$ cat src/rtl/quiz_judge_pkg.sv
// Shared quiz-game types and default sizes used by the judge, question generator
// and display blocks.
package quiz_pkg;

  typedef enum logic [1:0] {
    ST_IDLE = 2'd0,
    ST_HOLD = 2'd1,
    ST_WAIT = 2'd2,
    ST_OVER = 2'd3
  } state_e;

  localparam int DEF_WIDTH     = 7;
  localparam int DEF_MAX_LIVES = 3;
  localparam int DEF_SCORE_W   = 8;

endpackage

$ cat src/rtl/quiz_judge_answer_timer.sv
// Answer time-limit counter: counts cycles while run is high and flags expiry
// on the cycle the count reaches TIMEOUT_CYCLES-1.
module answer_timer #(
  parameter int TIMEOUT_CYCLES = 1000
) (
  input  logic clock,
  input  logic reset_n,
  input  logic clear,
  input  logic run,
  output logic expire
);

  localparam int CNT_W = (TIMEOUT_CYCLES > 1) ? $clog2(TIMEOUT_CYCLES) : 1;
  localparam logic [CNT_W-1:0] LAST = CNT_W'(TIMEOUT_CYCLES - 1);

  logic [CNT_W-1:0] cnt_q, cnt_d;

  always_comb begin
    cnt_d = cnt_q;
    if (clear) begin
      cnt_d = '0;
    end else if (run && cnt_q != LAST) begin
      cnt_d = cnt_q + CNT_W'(1);
    end
  end

  // NOTE: state flops use non-blocking (<=) so every flop samples pre-edge values.
  always_ff @(posedge clock or negedge reset_n) begin
    if (!reset_n) begin
      cnt_q <= '0;
    end else begin
      cnt_q <= cnt_d;
    end
  end

  // A clear in the expiry cycle (new question) restarts the window instead.
  assign expire = run && !clear && (cnt_q == LAST);

endmodule

$ cat src/rtl/quiz_judge.sv
// Registered answer judge: tracks lives, score and game-over across a game.
// Optional answer time limit is built when ANSWER_TIMEOUT_EN is defined.
module quiz_judge
  import quiz_pkg::*;
#(
  parameter int WIDTH          = DEF_WIDTH,
  parameter int MAX_LIVES      = DEF_MAX_LIVES,
  parameter int LIFE_W         = $clog2(MAX_LIVES + 1),
  parameter int SCORE_W        = DEF_SCORE_W,
  parameter int TIMEOUT_CYCLES = 1000
) (
  input  logic               clock,
  input  logic               reset_n,
  input  logic               start,
  input  logic               new_ques,
  input  logic [WIDTH-1:0]   result,
  input  logic               kb_valid,
  input  logic [WIDTH-1:0]   kb_result,
  output logic               right,
  output logic               wrong,
  output logic               timeout,
  output logic               awaiting,
  output logic [LIFE_W-1:0]  lives,
  output logic [SCORE_W-1:0] score,
  output logic               game_over
);

  if (MAX_LIVES < 1 || TIMEOUT_CYCLES < 1) begin : g_bad_param
    $error("quiz_judge: MAX_LIVES and TIMEOUT_CYCLES must be at least 1");
  end

  state_e             state_q, state_d;
  logic [WIDTH-1:0]   exp_q, exp_d;
  logic [LIFE_W-1:0]  lives_q, lives_d;
  logic [SCORE_W-1:0] score_q, score_d;
  logic               right_q, right_d;
  logic               wrong_q, wrong_d;
  logic               timeout_q, timeout_d;
  logic               awaiting_q, awaiting_d;
  logic               game_over_q, game_over_d;
  logic               expire;

`ifdef ANSWER_TIMEOUT_EN
  answer_timer #(
    .TIMEOUT_CYCLES(TIMEOUT_CYCLES)
  ) u_timer (
    .clock  (clock),
    .reset_n(reset_n),
    .clear  (start || new_ques),
    .run    (state_q == ST_WAIT),
    .expire (expire)
  );
`else
  assign expire = 1'b0;
`endif

  always_comb begin
    logic miss;
    logic judged;
    // NOTE: every comb output gets a default first so no path infers a latch.
    state_d     = state_q;
    exp_d       = exp_q;
    lives_d     = lives_q;
    score_d     = score_q;
    right_d     = 1'b0;
    wrong_d     = 1'b0;
    timeout_d   = 1'b0;
    game_over_d = game_over_q;
    miss        = 1'b0;
    judged      = 1'b0;

    if (start) begin
      state_d     = ST_HOLD;
      lives_d     = LIFE_W'(MAX_LIVES);
      score_d     = '0;
      game_over_d = 1'b0;
      exp_d       = '0;
    end else begin
      unique case (state_q)
        ST_HOLD: begin
          if (new_ques) begin
            exp_d   = result;
            state_d = ST_WAIT;
          end
        end
        ST_WAIT: begin
          if (kb_valid) begin
            judged = 1'b1;
            if (kb_result == exp_q) begin
              right_d = 1'b1;
              if (score_q != '1) score_d = score_q + SCORE_W'(1);
            end else begin
              miss = 1'b1;
            end
          end else if (expire) begin
            judged    = 1'b1;
            miss      = 1'b1;
            timeout_d = 1'b1;
          end

          if (miss) begin
            wrong_d = 1'b1;
            if (lives_q != '0) lives_d = lives_q - LIFE_W'(1);
          end

          // Judging uses the old expected value; a same-cycle question replaces it after.
          if (new_ques) exp_d = result;

          if (miss && lives_q <= LIFE_W'(1)) begin
            state_d     = ST_OVER;
            game_over_d = 1'b1;
          end else if (judged && !new_ques) begin
            state_d = ST_HOLD;
          end
        end
        default: ;
      endcase
    end

    awaiting_d = (state_d == ST_WAIT);
  end

  always_ff @(posedge clock or negedge reset_n) begin
    if (!reset_n) begin
      state_q     <= ST_IDLE;
      exp_q       <= '0;
      lives_q     <= '0;
      score_q     <= '0;
      right_q     <= 1'b0;
      wrong_q     <= 1'b0;
      timeout_q   <= 1'b0;
      awaiting_q  <= 1'b0;
      game_over_q <= 1'b0;
    end else begin
      state_q     <= state_d;
      exp_q       <= exp_d;
      lives_q     <= lives_d;
      score_q     <= score_d;
      right_q     <= right_d;
      wrong_q     <= wrong_d;
      timeout_q   <= timeout_d;
      awaiting_q  <= awaiting_d;
      game_over_q <= game_over_d;
    end
  end

  assign right     = right_q;
  assign wrong     = wrong_q;
  assign timeout   = timeout_q;
  assign awaiting  = awaiting_q;
  assign lives     = lives_q;
  assign score     = score_q;
  assign game_over = game_over_q;

endmodule
$ cat config.mk
export PLATFORM = sky130hd
export DESIGN_NAME = quiz_judge
export DESIGN_NICKNAME = d
export VERILOG_FILES = /design/src/rtl/quiz_judge_pkg.sv /design/src/rtl/quiz_judge_answer_timer.sv /design/src/rtl/quiz_judge.sv
export SDC_FILE = /design/constraint.sdc
export NUM_CORES = 1
export LEC_CHECK = 0
export BUFFER_PORTS_ARGS = -buffer_cell sky130_fd_sc_hd__buf_2
export CORE_MARGIN = 8
export CORE_UTILIZATION = 35
export DETAILED_ROUTE_END_ITERATION = 16
export PLACE_DENSITY_LB_ADDON = 0.08
export RECOVER_POWER = 50
export SLEW_MARGIN = 25
export SYNTH_ARGS = -nofsm -noshare
export SYNTH_HDL_FRONTEND = slang
export SYNTH_SLANG_ARGS = --single-unit
$ cat constraint.sdc
create_clock -name clock -period 1.6 [get_ports clock]
set_input_delay 0 -clock clock [delete_from_list [all_inputs] [get_ports clock]]
set_output_delay 0 -clock clock [all_outputs]
set_load 0.05 [all_outputs]
Word-level counts from Yosys, hierarchy flattened
Index checks and enable logic that the tools add are counted.

Logic and storage cells: 68. Output and inout port bits: 15. Register bits after elaboration: 23. Input bits: 19.

Equal/unequal tests: 5. Add/subtract/negate cells: 2. Magnitude comparators: 1. Mux-type cells: 34. Reduce and logical (&&, ||, !) cells: 18.

Operators with widths (number): $mux 8 (5); $mux 7 (3); $reduce_bool 2->1 (10); $mux 1 (17); $mux 2 (8); $add 8x1->8 const B (1); $ne 8x8->1 const B (1); $eq 7x7->1 (1); $eq 2x2->1 const B (2); $pmux 2 s2 (1); $reduce_and 2->1 (2); $reduce_and 4->1 (1); $reduce_and 3->1 (1); $eq 2x1->1 const B (1); $le 2x1->1 const B (1); $logic_and 1x1->1 (2); $reduce_or 2->1 (1); $sub 2x1->2 const B (1); $logic_not 1->1 (1).

Logic depth before layout (Yosys ltp)
Depth after elaboration: 10. Depth in mapped cells: 8.

Worst setup path after synthesis
OpenSTA, ideal clock, no wires.

Path kind: register to register. Start: register score_q[0] (netlist: score[0]). End: register score_q[4] (netlist: score[4]). Clock period less this slack: 1807 ps. Slack: -207 ps. Arrival: 1729 ps. Path buffers: 1. Cell stages (with the launch flop): 7. Setup time: 78 ps. Cell sequence: dfrtp_1 > ha_1 > nand4_1 > nand3_2 > buf_6 > or3_1 > a21oi_1.

Word-level cells in the longest chain between the ends: 6. Elaborated cells on any way between the ends: 9. Those cells by class: add/sub: 1; eq/ne: 1; mux: 5; reduce/logical: 2.

RTL lines: from (decl) (line quiz_judge.sv:35) `logic [SCORE_W-1:0] score_q, score_d;`; from (signal assigned) (line quiz_judge.sv:138) `score_q <= score_d;`; $add 8x1->8 (line quiz_judge.sv:91) `if (score_q != '1) score_d = score_q + SCORE_W'(1);`; $mux 8 (line quiz_judge.sv:91); $mux 8 (line quiz_judge.sv:89) `if (kb_result == exp_q) begin`; $mux 8 (line quiz_judge.sv:87) `if (kb_valid) begin`; $mux 8 (line quiz_judge.sv:79) `unique case (state_q)`; $mux 8 (line quiz_judge.sv:72) `if (start) begin`.

Parallel ways exist; a longest one is shown, timed or not. The select of a mux whose other input is x is not followed. A chain may end at the register's enable or synchronous reset.

Worst setup path after layout
Start: register exp_q[1]. End: register score_q[6] (netlist: score[6]).

Word-level cells in the longest chain between the ends: 3.

RTL lines: from (decl) (line quiz_judge.sv:33) `logic [WIDTH-1:0] exp_q, exp_d;`; from (signal assigned) (line quiz_judge.sv:136) `exp_q <= exp_d;`; $eq 7x7->1 (line quiz_judge.sv:89); $reduce_bool 2->1 (no line); $reduce_and 4->1 (no line).

Every way passes these cells.

==> results summary <==
The type of origin of the critical path is a register. The highest-delay cell along the critical path is sky130_fd_sc_hd__or4_4. The count of filler cells inserted in the layout is 333. The slew of the pin with the lowest slew margin is 1.24 ns. The effective utilization at floorplan is 36.7%.

The root buffer cell chosen for the clock tree is sky130_fd_sc_hd__clkbuf_4. The core occupancy in the finished layout came out at 51.2%. The horizontal die dimension is 75.4 µm. The signal on the critical path passes through xor2_2 > nor4_4 > nand3_2 > or4_4 > a21oi_2.

The post-layout instance area is 1720 µm². Setup repair after global routing could not meet its margin everywhere. The maximum frequency from static timing analysis is 569 MHz.

The synthesized design contains 0 enable-type register cells. The depth of the worst register-to-register path is 5. The number of cells produced by synthesis is 123. Counting instances, the worst hold path has a depth of 4.

By count the netlist is led by 23 x sky130_fd_sc_hd__dfrtp_1, 15 x sky130_fd_sc_hd__nor2_1, 9 x sky130_fd_sc_hd__a21oi_1, 9 x sky130_fd_sc_hd__mux2i_1, 9 x sky130_fd_sc_hd__xor2_1. The final net count is 199. The post-placement setup slack came out at -0.150 ns.

The register area share after synthesis is 46.7%. The critical register-to-register path endpoint is score[6]. The run finished, with violations left. In the routed layout, each cell is associated on average with a via count of 4.79. The total standard cell area after synthesis is 1230 µm². The cell area after placement came out at 1550 µm². The post-layout worst setup margin came out at -0.157 ns. The number of global-route vias before repair is 1,120. The data arrival time of the critical path came out at 2.00 ns. The DRC violations left came out at 0.

TritonCTS built the clock tree. The repair_antennas step left the layout with diodes totalling 0. The total of buffers placed on input and output ports is 32.

The setup-violating endpoint count in the final report is 8. The max-cap violation count is 0. The slack of the worst reg-to-reg path is -0.16 ns. The final layout contains routed wiring with a total length of 3020 µm.

The total track usage came out at 11.3%. In this run the most critical hold path is launched from kb_valid. The count of boundary I/O pins is 34.

The die area is 5680 µm². Cells with a size suffix above 1 make up 40.2% of the layout. The number of synthesized register bits is 23.

The worst path uses 110% of the clock period. The pin count of the biggest net entering global routing is 24. The kind of cell with the highest combined delay along the critical path is simple AND/OR/NAND/NOR gates.

The number of max-slew violations in the final report was 0. The Yosys step of the flow raised 0 warnings. The area growth from synthesis to layout is 39.6%. Counting every net in the synthesized netlist gives 147. The clock net sink count is 23. The total area inside the core boundary comes to 3360 µm². The global placement routability congestion is 0.778. The most used flip-flop cell after synthesis is sky130_fd_sc_hd__dfrtp_1. The type of the most critical hold path is input pin to register. Sorting the synthesized cells by area gives the leading types as sky130_fd_sc_hd__dfrtp_1 47%, sky130_fd_sc_hd__mux2i_1 7.3%, sky130_fd_sc_hd__xor2_1 6.4%, sky130_fd_sc_hd__ha_1 5.1%, sky130_fd_sc_hd__nor2_1 4.6%. The number of distinct library cell variants in the gate-level netlist after synthesis is 30. After synthesis, the share of flip-flops with an asynchronous set or reset is 100%. The critical-path maximum fanout is 8. The register clock-pin slew on the reported worst setup and hold paths came out at 0.13 ns. The final reports fail on negative setup slack. The final-report hold violation count was 0. The highest cell delay on the worst timing path came out at 0.45 ns. The number of buffers and inverters on the critical path is 0. The average cell area after synthesis is 10.0 µm².

Once detail routing completed, the nets flagged for antenna violations numbered 0. By startpoint and endpoint, the worst setup path is classified as register to register. After layout, the design draws a total of 1740 µW. The critical path capture point type is a register.

The average wire per standard cell is 13.7 µm. Yosys instantiated no cell more often than sky130_fd_sc_hd__dfrtp_1. The wire-length estimate of the detail-placed layout is 2190 µm. The required time of the critical path is 1.84 ns. After layout, the minimum clock period comes to 1.76 ns. Summed over all cells, the static leakage comes to 0.000866 µW.

The maximum resistive drop on vdd is 0.474 mV. The length of the first detailed-routing pass in iterations came out at 4. The headroom to the max-slew limit came out at 17.5%. The total power divided by cell area came out at 1010 nW/µm². The final clock skew is 0.00634 ns.

The post-CTS setup buffer count is 0. The area share of the leading cell type in the synthesized netlist is 46.7%. After floorplanning, the core was divided into 21 placement rows.

In this run the number of H-tree levels came out at 1. The clock latency at the later pin of the worst-skew pair came out at 0.30 ns. The worst-case clock buffer depth is 2. After the first detailed-routing iteration, the DRC count stood at 36. For hold timing, the worst endpoint is wrong. Summed over all layers, the global routing overflow is 0.

The clock buffer count from CTS is 3. The first global-routing pass estimated 4980 µm of wire. The total number of vias is 1,053.

The die is 75.4 µm tall. The startpoint identified for the worst register-to-register timing path is exp_q[1]. The library cell occupying the most area in the post-synthesis netlist is sky130_fd_sc_hd__dfrtp_1.

The number of antenna violations at the first check in global routing is 0.
[cells by family after synthesis]
family                     synth area share (%)
and+or+nand+nor                            20.0
other                                     0.304
buffers and inverters                      4.26
xor gates and xnor gates                   6.39
adders and majority gates                  5.07
AOI/OAI and AO/OA                          10.0
DFF                                        46.7
muxes                                      7.30
[sequential cells by signal (all words and copies together) (netlist names)]
name       flops
awaiting       1
right          1
lives          2
wrong          1
game_over      1
state_q        2
score          8
exp_q          7
[how the worst max path moves through the flow]
stage	startpoint	endpoint	slack [ns]	cells past startpoint
6_report	exp_q[1]	score[6]	-0.16	5
4_1_cts	exp_q[2]	score[6]	-0.16	5
3_5_place_dp	state_q[0]	score[6]	-0.15	7
5_1_grt	exp_q[1]	score[6]	-0.28	5
2_1_floorplan	state_q[0]	score[3]	-0.08	8
3_3_place_gp	exp_q[2]	score[5]	-0.10	5
[layout by cell type (no fill, tap or decap), types with 2 or more instances in the layout]
master,n
sky130_fd_sc_hd__a211o_1,2
sky130_fd_sc_hd__a21oi_1,7
sky130_fd_sc_hd__a21oi_2,2
sky130_fd_sc_hd__buf_2,31
sky130_fd_sc_hd__buf_4,11
sky130_fd_sc_hd__clkbuf_1,2
sky130_fd_sc_hd__clkbuf_4,3
sky130_fd_sc_hd__dfrtp_1,16
sky130_fd_sc_hd__dfrtp_2,7
sky130_fd_sc_hd__dlygate4sd3_1,8
sky130_fd_sc_hd__ha_1,4
sky130_fd_sc_hd__inv_1,6
sky130_fd_sc_hd__mux2i_1,9
sky130_fd_sc_hd__nand2_1,4
sky130_fd_sc_hd__nand2_4,3
sky130_fd_sc_hd__nand3_1,3
sky130_fd_sc_hd__nand4_1,2
sky130_fd_sc_hd__nor2_1,14
sky130_fd_sc_hd__nor3_1,2
sky130_fd_sc_hd__nor4_4,2
sky130_fd_sc_hd__o21ai_0,4
sky130_fd_sc_hd__o21ai_1,2
sky130_fd_sc_hd__o31ai_2,2
sky130_fd_sc_hd__or3_1,3
sky130_fd_sc_hd__xor2_1,8
[where the power goes]
part           switching [µW]  internal (µW)  total [µW]
clock network             167           97.0         264
logic                     420            349         769
registers                53.7            658         711
total                     641           1100        1740
[layer usage]
metal | global-route usage, % | routed length [µm] | up-vias
met5 | 0 | 0 | -
met3 | 2.37 | 146 | 2
met2 | 20.0 | 1540 | 20
li1 | - | - | 529
met1 | 13.3 | 1310 | 502
met4 | 2.99 | 23 | 0
[area by class of cell]
cell class,instances,area [µm²],share of cell area (%)
flip-flops and latches,23,584,33.9
clock buffers,4,26.3,1.53
well taps,46,57.6,3.34
inverters,6,22.5,1.31
repair buffers,52,342,19.8
multi-input cells,89,689,40.0
[through the flow]
| step | hold WS [ns] | instances | setup TNS, ns |
|---|---|---|---|
| final | 0.113 | 220 | -0.633 |
| after global routing | 0.127 | 220 | -2.09 |
| after CTS | 0.107 | 220 | -0.689 |
| after detailed placement | 0.00869 | 208 | -0.652 |
| after global placement | 0.0127 | 208 | -0.331 |
| after floorplan | -0.296 | 123 | -0.298 |
[worst min-delay path: stages]
cell	delay, ns
sky130_fd_sc_hd__buf_2	0.12
sky130_fd_sc_hd__nand2_4	0.08
sky130_fd_sc_hd__buf_4	0.13
sky130_fd_sc_hd__a211oi_1	0.05
[timing repair]
item / in CTS / in global routing
endpoints found under the hold margin: 30 / 0
pin swaps: 4 / 4
setup endpoints to repair: 11 / 15
hold buffers: 8 / 0
resized for setup: 3 / 14
Power figures use the tool's default switching activity.
